## src/rtl/video_timing_gen.sv

```systemverilog
// ---------------------------------------------------------------------------
// video_timing_gen
//
// Parametrised raster timing generator with a movable image window.
// Produces HS/VS/DE for any porch/sync mode, plus a per-pixel fetch strobe
// and source coordinates for the pixel loader. The window origin is
// shadowed and only takes effect at the frame boundary.
//
// Optional feature macro: VTG_SCALE2X_EN
//   defined   -> 2x pixel replication: the footprint doubles in each axis and
//                one fetch is issued per 2x2 block.
//   undefined -> 1:1 window, no replication logic.
//
// Ports
//   clk        pixel clock, rising edge
//   rst_n      asynchronous active-low reset
//   i_en       run enable; low freezes counters and blanks the outputs
//   i_win_x/y  window origin, sampled at the frame boundary
//   o_hs/o_vs  syncs, active level HS_POL / VS_POL
//   o_de       active video
//   o_x/o_y    raster position of the current output cycle
//   o_win_act  pixel inside the window footprint and the active area
//   o_win_req  fetch strobe: loader advances one source pixel
//   o_src_x/y  source coordinates within the window (0 outside it)
//   o_sof      one-cycle start-of-frame pulse, aligned with pixel (0,0)
//
// All outputs are registered and mutually aligned; they reflect the counter
// state of the previous cycle.
// ---------------------------------------------------------------------------
module video_timing_gen #(
  parameter int H_ACTIVE = 640,
  parameter int H_FP     = 16,
  parameter int H_SYNC   = 96,
  parameter int H_BP     = 48,
  parameter int V_ACTIVE = 480,
  parameter int V_FP     = 10,
  parameter int V_SYNC   = 2,
  parameter int V_BP     = 33,
  parameter bit HS_POL   = 1'b0,
  parameter bit VS_POL   = 1'b0,
  parameter int WIN_W    = 225,
  parameter int WIN_H    = 225,
  parameter int CW       = 12
) (
  input  logic          clk,
  input  logic          rst_n,
  input  logic          i_en,
  input  logic [CW-1:0] i_win_x,
  input  logic [CW-1:0] i_win_y,
  output logic          o_hs,
  output logic          o_vs,
  output logic          o_de,
  output logic [CW-1:0] o_x,
  output logic [CW-1:0] o_y,
  output logic          o_win_act,
  output logic          o_win_req,
  output logic [CW-1:0] o_src_x,
  output logic [CW-1:0] o_src_y,
  output logic          o_sof
);

  localparam int H_TOTAL  = H_ACTIVE + H_FP + H_SYNC + H_BP;
  localparam int V_TOTAL  = V_ACTIVE + V_FP + V_SYNC + V_BP;
  localparam int HS_START = H_ACTIVE + H_FP;
  localparam int HS_END   = HS_START + H_SYNC;
  localparam int VS_START = V_ACTIVE + V_FP;
  localparam int VS_END   = VS_START + V_SYNC;

`ifdef VTG_SCALE2X_EN
  localparam int FW = 2 * WIN_W;
  localparam int FH = 2 * WIN_H;
`else
  localparam int FW = WIN_W;
  localparam int FH = WIN_H;
`endif

  // Footprint extents at CW+1 bits so origin + size cannot wrap.
  localparam logic [CW:0] FW_EXT = (CW+1)'(FW);
  localparam logic [CW:0] FH_EXT = (CW+1)'(FH);

  // -------------------------------------------------------------------------
  // Raster counters and window-origin shadows
  // -------------------------------------------------------------------------
  logic [CW-1:0] hc_q, hc_d;
  logic [CW-1:0] vc_q, vc_d;
  logic [CW-1:0] wx_q, wx_d;
  logic [CW-1:0] wy_q, wy_d;

  // NOTE: every signal driven from always_comb gets a default assignment first,
  // so no path through the block leaves it unassigned and no latch is inferred.
  always_comb begin
    hc_d = hc_q;
    vc_d = vc_q;
    wx_d = wx_q;
    wy_d = wy_q;
    if (i_en) begin
      if (hc_q == CW'(H_TOTAL - 1)) begin
        hc_d = '0;
        if (vc_q == CW'(V_TOTAL - 1)) begin
          vc_d = '0;
          // Frame boundary: the new origin applies from pixel (0,0) onward.
          wx_d = i_win_x;
          wy_d = i_win_y;
        end else begin
          vc_d = vc_q + 1'b1;
        end
      end else begin
        hc_d = hc_q + 1'b1;
      end
    end
  end

  // -------------------------------------------------------------------------
  // Decode of the current counter state
  // -------------------------------------------------------------------------
  logic          de;
  logic          hs_on;
  logic          vs_on;
  logic          win_h;
  logic          win_v;
  logic          act;
  logic          req;
  logic [CW-1:0] rx;
  logic [CW-1:0] ry;
  logic [CW-1:0] src_x;
  logic [CW-1:0] src_y;

  always_comb begin
    de    = (hc_q < CW'(H_ACTIVE)) && (vc_q < CW'(V_ACTIVE));
    hs_on = (hc_q >= CW'(HS_START)) && (hc_q < CW'(HS_END));
    vs_on = (vc_q >= CW'(VS_START)) && (vc_q < CW'(VS_END));
    win_h = ({1'b0, hc_q} >= {1'b0, wx_q}) && ({1'b0, hc_q} < ({1'b0, wx_q} + FW_EXT));
    win_v = ({1'b0, vc_q} >= {1'b0, wy_q}) && ({1'b0, vc_q} < ({1'b0, wy_q} + FH_EXT));
    // Gating by DE clips the window to the active area.
    act   = de && win_h && win_v;
    rx    = hc_q - wx_q;
    ry    = vc_q - wy_q;
`ifdef VTG_SCALE2X_EN
    // One fetch per 2x2 block; odd rows/columns are replicated downstream.
    req   = act && !rx[0] && !ry[0];
    src_x = {1'b0, rx[CW-1:1]};
    src_y = {1'b0, ry[CW-1:1]};
`else
    req   = act;
    src_x = rx;
    src_y = ry;
`endif
  end

  // -------------------------------------------------------------------------
  // Output next-state
  // -------------------------------------------------------------------------
  logic          hs_d, vs_d, de_d, act_d, req_d, sof_d;
  logic [CW-1:0] x_d, y_d, src_x_d, src_y_d;

  always_comb begin
    hs_d    = !HS_POL;
    vs_d    = !VS_POL;
    de_d    = 1'b0;
    act_d   = 1'b0;
    req_d   = 1'b0;
    sof_d   = 1'b0;
    src_x_d = '0;
    src_y_d = '0;
    // Raster position always tracks the counters, so it freezes with them.
    x_d     = hc_q;
    y_d     = vc_q;
    if (i_en) begin
      if (hs_on) hs_d = HS_POL;
      if (vs_on) vs_d = VS_POL;
      de_d  = de;
      act_d = act;
      req_d = req;
      sof_d = (hc_q == '0) && (vc_q == '0);
      if (act) begin
        src_x_d = src_x;
        src_y_d = src_y;
      end
    end
  end

  // -------------------------------------------------------------------------
  // State and output registers
  // -------------------------------------------------------------------------
  // NOTE: sequential state uses non-blocking assignments so every register
  // samples pre-edge values and the order of statements cannot create races.
  always_ff @(posedge clk or negedge rst_n) begin
    if (!rst_n) begin
      // Start in blanking so the first frame begins cleanly at (0,0).
      hc_q      <= CW'(H_ACTIVE);
      vc_q      <= CW'(V_ACTIVE);
      wx_q      <= '0;
      wy_q      <= '0;
      o_hs      <= !HS_POL;
      o_vs      <= !VS_POL;
      o_de      <= 1'b0;
      o_win_act <= 1'b0;
      o_win_req <= 1'b0;
      o_sof     <= 1'b0;
      o_x       <= '0;
      o_y       <= '0;
      o_src_x   <= '0;
      o_src_y   <= '0;
    end else begin
      hc_q      <= hc_d;
      vc_q      <= vc_d;
      wx_q      <= wx_d;
      wy_q      <= wy_d;
      o_hs      <= hs_d;
      o_vs      <= vs_d;
      o_de      <= de_d;
      o_win_act <= act_d;
      o_win_req <= req_d;
      o_sof     <= sof_d;
      o_x       <= x_d;
      o_y       <= y_d;
      o_src_x   <= src_x_d;
      o_src_y   <= src_y_d;
    end
  end

endmodule

```

## config.mk

```make
export PLATFORM = sky130hd
export DESIGN_NAME = video_timing_gen
export DESIGN_NICKNAME = d
export VERILOG_FILES = /design/src/rtl/video_timing_gen.sv
export SDC_FILE = /design/constraint.sdc
export NUM_CORES = 1
export LEC_CHECK = 0
export BUFFER_PORTS_ARGS = -buffer_cell sky130_fd_sc_hd__buf_4
export CORE_MARGIN = 2
export CORE_UTILIZATION = 35
export DETAILED_ROUTE_END_ITERATION = 10
export GPL_TIMING_DRIVEN = 0
export HOLD_SLACK_MARGIN = 0.02
export PLACE_DENSITY = 0.52
export SLEW_MARGIN = 20
export SYNTH_ARGS = -nofsm -noshare
export SYNTH_HDL_FRONTEND = slang
export SYNTH_SLANG_ARGS = --single-unit
```

## constraint.sdc

```tcl
create_clock -name clk -period 5.8 [get_ports clk]
set_input_delay 0.87 -clock clk [delete_from_list [all_inputs] [get_ports clk]]
set_output_delay 0.87 -clock clk [all_outputs]
set_load 0.1 [all_outputs]
```

After elaboration in Yosys (flattened, before gate mapping)
Cells that the tools add are included. W data, S select, Z words.

Input port bits: 27. Logic and storage cells: 56. Register bits after elaboration: 101. Output and inout bits: 54.

$lt $le $gt $ge: 10. Add/sub/neg operators: 6. Reduce and logical (&&, ||, !) cells: 12. Mux-type cells: 13. Eq/ne operators: 2.

Operator list (count): $mux W12 (6); $add A12 B8 Y13 const B (2); $lt A12 B13 Y1 (2); $add A12 B1 Y12 const B (2); $eq A12 B10 Y1 const B (2); $ge A12 B12 Y1 (2); $logic_not A12 Y1 (2); $lt A12 B10 Y1 const B (2); $lt A12 B9 Y1 const B (2); $sub A12 B12 Y12 (2); $ge A12 B10 Y1 const B (1); $ge A12 B9 Y1 const B (1); $logic_and A1 B1 Y1 (8); $mux W1 (7); $reduce_and A3 Y1 (1); $reduce_and A2 Y1 (1).

Depth between registers and ports, before layout
Gate-level depths: netlist of run 1.

Depth in word-level cells: 7. Mapped depth: 14. Depth with buffers taken out: 13.

Worst setup path after synthesis of run 1
No wires, ideal clock.

Path kind: register -> register. Start: register wx_q[2]. End: register o_src_y[10]. Data required time: 5727 ps. Data arrival time: 2703 ps. Path slack: 3025 ps. Library setup time: 73 ps. Cell stages (with the launch flop): 13. Path through: dfrtp_1 > inv_1 > nor3_1 > nand3_1 > a31oi_1 > a21oi_1 > ha_1 > and4_1 > a221o_1 > o21ai_0 > nand4_4 > buf_6 > nor2_1.

Word-level cells in the longest chain between the ends: 7. Elaborated cells on any way between the ends: 8.

RTL lines: start: declaration (RTL line 86) `logic [CW-1:0] wx_q, wx_d;`; start signal: assignment (RTL line 207) `wx_q <= wx_d;`; $add A12 B8 Y13 (RTL line 132) `win_h = ({1'b0, hc_q} >= {1'b0, wx_q}) && ({1'b0, hc_q} < ({1'b0, wx_q} + FW_EXT));`; $lt A12 B13 Y1 (RTL line 132); $logic_and A1 B1 Y1 * (RTL line 132); $logic_and A1 B1 Y1 * (2 in series) (RTL line 135) `act = de && win_h && win_v;`; $mux W12 * (RTL line 175) `if (act) begin`; $mux W12 * (RTL line 168) `if (i_en) begin`; named net src_y_d[10] (RTL line 154) `logic [CW-1:0] x_d, y_d, src_x_d, src_y_d;`; end signal: assignment (RTL line 218) `o_src_y <= src_y_d;`; end: declaration (RTL line 58) `output logic [CW-1:0] o_src_y,`.

The timed path passes the listed nets; every way through them passes the cells marked *. A chain may end at the register's enable or synchronous reset.

Worst setup path in the final report of run 1
Start: register wx_q[2]. End: register o_src_x[3].

Word-level cells in the longest chain between the ends: 7. Elaborated cells on any way between the ends: 9.

RTL lines: $add A12 B8 Y13 (RTL line 132); $lt A12 B13 Y1 (RTL line 132); $logic_and A1 B1 Y1 (RTL line 132); $logic_and A1 B1 Y1 (2 in series) (RTL line 135); $mux W12 * (RTL line 175); $mux W12 * (RTL line 168); named net src_x_d[3] (RTL line 154); end signal: assignment (RTL line 217) `o_src_x <= src_x_d;`; end: declaration (RTL line 57) `output logic [CW-1:0] o_src_x,`.

Marks and branches as above.

==> results of run 1 <==
-- layout make-up --
cell class	count	area, sq um
fill	1600	9017
multi-input combinational	425	2898
inverter	43	161.4
clock buffer	9	225.2
buffer	13	87.58
clock inverter	7	83.83
tap	216	270.3
sequential	101	2537
timing repair buffer	80	604.3
-- worst max-delay path, stage by stage, from the launching register on --
cell	delay, ns
dfrtp_1	0.46
inv_1	0.12
nor3_1	0.31
nand3_1	0.22
a31oi_1	0.21
a21oi_1	0.07
ha_1	0.33
and4_1	0.23
a221o_1	0.35
o21ai_0	0.34
nand4_4	0.23
buf_6	0.21
nor2_1	0.11
-- final timing paths --
path | slack, ns | to | startpoint
worst max-delay path | 2.52 | o_src_x[3] | wx_q[2]
worst max register to register | 2.52 | o_src_x[3] | wx_q[2]
worst min-delay path | 0.45 | o_y[0] | vc_q[0]
min in group asynchronous | 0.62 | o_x[6] | rst_n
max in group asynchronous | 4.56 | wx_q[0] | rst_n
worst min register to register | 0.45 | o_y[0] | vc_q[0]
-- cells in the mapped netlist, types with 2 or more instances --
cell,instances
o21bai_1,2
dfstp_2,8
nand4b_1,3
nor2b_1,5
o211ai_1,6
nor3b_1,2
and2_1,4
nand3_1,21
nor2_1,36
xnor2_1,33
a21oi_1,30
dfrtp_1,93
ha_1,55
nand4_1,15
a221o_1,2
o22ai_1,2
inv_1,43
a21o_1,8
nand2_1,67
xor2_1,16
a21boi_0,7
nor3_1,17
and2b_1,2
a31oi_1,4
clkbuf_1,6
or4_1,2
o21a_1,3
or3_1,2
and3_1,7
buf_6,4
and4_1,5
fa_1,2
buf_4,2
nand2b_1,5
o21ai_0,45
-- where the power goes --
| group | internal, mW | switching, mW | total (mW) |
|---|---|---|---|
| registers | 0.736 | 0.0413 | 0.777 |
| clock network | 0.342 | 0.290 | 0.632 |
| logic | 0.0905 | 0.218 | 0.309 |
-- per-layer routing --
| layer | vias to the layer above | routed length [microns] | track usage |
|---|---|---|---|
| met5 | - | 0 | 0 |
| met4 | 0 | 164 | 0.04227 |
| met3 | 13 | 618 | 0.04167 |
| met2 | 90 | 7068 | 0.2987 |
| met1 | 2147 | 6308 | 0.2186 |
| li1 | 2204 | - | - |
-- logic make-up (layout without fill, tap and decap cells) --
logic type / Yosys count / after routing
XOR/XNOR: 49 / 49
AND/OR/NAND/NOR: 201 / 201
AO/OA/AOI/OAI: 118 / 118
flip-flops: 101 / 101
buffers and inverters: 56 / 152
adder cells (fa/ha/maj): 57 / 57
-- registers in the layout, summed over array words and instances (netlist names) --
register,count
o_sof,1
hc_q,12
o_y,12
o_src_x,12
wx_q,12
wy_q,12
o_de,1
o_vs,1
o_hs,1
o_win_req,1
o_x,12
o_src_y,12
vc_q,12
-- per-stage QoR --
stage | utilization | cell area, sq um | worst slack [ns] | cells
global placement | 0.4127 | 6555 | 2.503 | 878
finish | 0.4323 | 6868 | 2.521 | 894
global route | 0.4323 | 6868 | 2.208 | 894
detailed placement | 0.4129 | 6559 | 2.532 | 878
CTS | 0.4323 | 6868 | 2.484 | 894
floorplan | - | 5684 | 3.025 | 582
==> flow_summary.yaml, run 1 <==
place:
  port_buffers: 80
  final_gp_congestion: 0.8345
  dp.final_hpwl_microns: 10770
timing:
  period_minus_slack_ns: 3.279
  slew_violations: 0
  timing.final.hold_violations: 0
  fin_hold_ws_ns: 0.4466
  max_clock_freq_mhz: 305.0
  grt_setup_unrepaired: "no"
  setup_viol_count_final: 0
  skew_ns: 0.01222
  setup_tns_ns: 0
  maxSlewHeadroom: 0.3890
  final.period_utilization: 0.5653
  timing_worst_slew_pin_value_ns: 0.9164
floorplanning:
  design.die.area_sq_um: 17280
  top_level_ports: 81
  floorplan.initialDensity: 0.3578
  fp-row-count: 46
  core_outline_area_sq_um: 15890
  dieWidth_microns: 131.4
  chipHeight_microns: 131.4
yosys:
  muxShareOfSynthArea: 0
  synth_top_cell_area_share: 0.4094
  yosys_register_bits: 101
  synth_cell_types: 53
  synth_compound_area_frac: 0.1277
  synth_sequential_area_ratio: 0.4464
  synthSimpleGateAreaFrac: 0.1785
  postSynth.topFlopCell: "dfrtp_1"
  synthXorXnorAreaFrac: 0.07550
  synth-async-reset-ratio: 1.000
  post_syn_nets: 666
  synthesis.instances: 582
  yosys_warnings: 0
  most_area_hungry_cell_type_in_the_yosys_netlist: "dfrtp_1"
  post_synth.cell_area_avg_sq_um: 9.767
  combinational_family_with_the_most_area_after_synthesis: "simple AND/OR/NAND/NOR gates"
  synth_area_sq_um: 5684
  synthTopCellsByArea: "dfrtp_1, ha_1, xnor2_1"
  yosys.area_share.adder: 0.1281
  synth-edff-count: 0
pwr:
  total_leakage_power_nw: 3.392
  fin_total_pwr_mw: 1.717
  p_per_area_nw_per_um2: 250.0
  peakVddDrop_mv: 0.3204
cts:
  ctsHtreeMaxLevel: 3
  cts_buffer_depth: 2
  tritoncts.num_buffers: 9
  ctsHoldBuffers: 0
  clock_insertion_delay_at_the_later_pin_of_the_skew_report_ns: 0.36
  clk_pin_slew_worst_setup_hold_paths_ns: 0.07
  numClockSinks: 101
  cts_resized: 0
  post_cts_buffers: 0
  tritoncts: "done"
  clock-root-buffer: "clkbuf_16"
global_route:
  overflow: 0
  grt_max_degree: 102
  first_global_vias: 4607
  initial_antenna_violation_count: 0
  first_pass_grt_wire_length_microns: 23820
  grt_use_total: 0.1732
worst_setup_path:
  critical_path_arrival_ns: 3.57
  worstPathMaxFanout: 10
  rr_worst_depth: 12
  worst-setup-path-type: "flip-flop to flip-flop"
  critical_path.endpoint_type: "flip-flop"
  crit_path_start_kind: "flip-flop"
  cp.required_ns: 6.09
min_path:
  hp-class: "flip-flop to flip-flop"
  timing.hold.worst_path_depth: 0
routing:
  post_drt_antenna_nets: 0
  routed_via_density: 4.982
  wl_microns: 14160
  drt_drc_violations_left: 0
  initialDrtViolationCount: 209
  detailroute.via_count: 4454
  drtPass1Iterations: 5
  detail_route.wl_per_cell_microns: 15.84
layout:
  final_cell_mix: "dfrtp_1, buf_4, nand2_1"
  diodes: 0
  synthToLayoutAreaGrowth_pct: 20.82
  design.final.nets: 757
  layout_cell_share_with_drive_strength_beyond_1: 0.1755
  final_common_cell: "dfrtp_1"
run:
  timing.max_cap.violations: 0
run_status:
  status: "completed"
Power figures use the tool's default switching activity.
==> run 2: changes to the inputs <==
clock period = 3.1 ns   (was 5.8 ns; I/O delays follow)
==> flow_summary.yaml, run 2 (same netlist as run 1, synthesis figures left out) <==
run_status:
  status: "completed"
worst_setup_path:
  critical_path_arrival_ns: 3.15
  worstPathBufferInverterCount: 2
  max_stage_delay_ns: 0.43
  critical-path-top-delay-family: "simple AND/OR/NAND/NOR gates"
  crit_chain: "inv_1, nor3_4, nand3_2, a31oi_1, a21oi_1, ha_1, and4_1, a221o_1, o21ai_2, nand4_4, buf_6, nor2_1"
  worst-setup-path-type: "flip-flop to flip-flop"
  critical_path.endpoint_type: "flip-flop"
  timing.critical_path.from: "wx_q[2]"
  crit_path_start_kind: "flip-flop"
  rr_endpoint: "o_src_x[3]"
  rr_startpoint: "wx_q[2]"
  worstPathMaxFanout: 10
  setup_slack_of_the_most_critical_reg_to_reg_path_ns: 0.24
  cpMaxStageDelayCell: "dfrtp_2"
  rr_worst_depth: 12
  critical_path_cell_count: 12
  cp-endpoint: "o_src_x[3]"
  cp.required_ns: 3.39
floorplanning:
  dieWidth_microns: 131.4
  chipHeight_microns: 131.4
  floorplan.initialDensity: 0.3578
  top_level_ports: 81
  design.die.area_sq_um: 17280
  fp-row-count: 46
  core_outline_area_sq_um: 15890
timing:
  timing.final.hold_violations: 0
  final.period_utilization: 0.9234
  max_clock_freq_mhz: 349.3
  slew_violations: 0
  skew_ns: 0.01278
  maxSlewHeadroom: 0.3917
  timing_worst_slew_pin_value_ns: 0.9125
  period_minus_slack_ns: 2.863
  setup_viol_count_final: 0
  setup_tns_ns: 0
  grt_setup_unrepaired: "no"
cts:
  tritoncts.num_buffers: 9
  clock_insertion_delay_at_the_later_pin_of_the_skew_report_ns: 0.36
  tritoncts: "done"
  cts_buffer_depth: 2
  ctsHtreeMaxLevel: 3
  clock-root-buffer: "clkbuf_16"
  ctsHoldBuffers: 0
  clk_pin_slew_worst_setup_hold_paths_ns: 0.07
  numClockSinks: 101
place:
  port_buffers: 80
  final_gp_congestion: 0.8345
  dp.final_hpwl_microns: 10770
  place_area_sq_um: 6559
layout:
  final_cell_mix: "dfrtp_1, buf_4, nand2_1"
  final_util: 0.4353
  design.final.nets: 758
  num-fill-cells: 1600
  diodes: 0
  multi_input_area_sq_um: 2935
  final_common_cell: "dfrtp_1"
  stdcell_area_sq_um: 6914
  layout_cell_share_with_drive_strength_beyond_1: 0.1885
  seqCellArea_sq_um: 2539
  synthToLayoutAreaGrowth_pct: 21.64
pwr:
  net-switching-power_mw: 1.030
  power.internal_mw: 2.185
  fin_total_pwr_mw: 3.215
  clock_power_share: 0.368
  total_leakage_power_nw: 3.411
  seq_power_share: 0.452
  comb_power_share: 0.180
  p_sw_frac: 0.3205
  p_per_area_nw_per_um2: 465.0
  peakVddDrop_mv: 0.5994
routing:
  detailroute.via_count: 4445
  detail_route.wl_per_cell_microns: 15.86
  drtPass1Iterations: 4
  routed_via_density: 4.966
  post_drt_antenna_nets: 0
  drt_drc_violations_left: 0
  wl_microns: 14190
  initialDrtViolationCount: 253
run:
  timing.max_cap.violations: 0
global_route:
  initial_antenna_violation_count: 0
  first_pass_grt_wire_length_microns: 23850
  grt_use_total: 0.1733
  overflow: 0
  first_global_vias: 4613
  grt_max_degree: 102
min_path:
  hp-class: "input pin to async pin"
-- run 2: changes by cell type in the layout (fill, tap and decap cells not counted), sizes merged --
cell,change
buf,+1
-- run 2: through the flow --
step / hold slack (ns) / std cells / setup WS [ns]
floorplan: 0.1694 / 582 / 0.3248
global placement: 0.4279 / 878 / -0.1968
detailed placement: 0.4314 / 878 / -0.1682
CTS: 0.2622 / 894 / 0.01000
global route: 0.3003 / 895 / 0.02191
finish: 0.2111 / 895 / 0.2374
-- run 2: routing by layer --
layer / global-route usage / routed length [microns] / vias up
li1: - / - / 2207
met1: 0.2186 / 6378 / 2151
met2: 0.2993 / 7100 / 74
met3: 0.04167 / 548 / 13
met4: 0.04227 / 167 / 0
met5: 0 / 0 / -
-- run 2: worst register-to-register path, cell delays in order (launching register included) --
cell	delay, ns
dfrtp_2	0.43
inv_1	0.11
nor3_4	0.24
nand3_2	0.15
a31oi_1	0.19
a21oi_1	0.07
ha_1	0.32
and4_1	0.22
a221o_1	0.37
o21ai_2	0.18
nand4_4	0.19
buf_6	0.21
nor2_1	0.12
-- run 2: how the worst min path moves through the flow --
stage	endpoint	from	slack (ns)
floorplan	hc_q[0]	rst_n	0.17
global placement	o_y[0]	vc_q[0]	0.43
detailed placement	o_y[0]	vc_q[0]	0.43
CTS	o_y[9]	rst_n	0.26
global route	o_x[6]	rst_n	0.30
finish	o_x[6]	rst_n	0.21
-- run 2: power by group through the flow --
stage / registers (mW) / logic, mW / clock network (mW)
after floorplan: 1.68 / 0.203 / 0
after global placement: 1.48 / 0.573 / 0
after detailed placement: 1.48 / 0.582 / 0
after CTS: 1.46 / 0.582 / 1.22
after global routing: 1.46 / 0.634 / 1.27
final: 1.45 / 0.578 / 1.18
-- run 2: cell type report --
cell class,count,share of cell area
multi-input cells,425,0.4245
flip-flops and latches,101,0.3672
repair buffers,81,0.08849
well taps,216,0.03909
clock buffers,9,0.03257
inverters,43,0.02334
plain buffers,13,0.01267
clock inverters,7,0.01212
-- run 2: timing repair --
action,4_1_cts,5_1_grt
pin swaps,0,2
endpoints found under the setup margin,25,25
cloned,0,0
resized for setup,3,8
buffers inserted,0,1
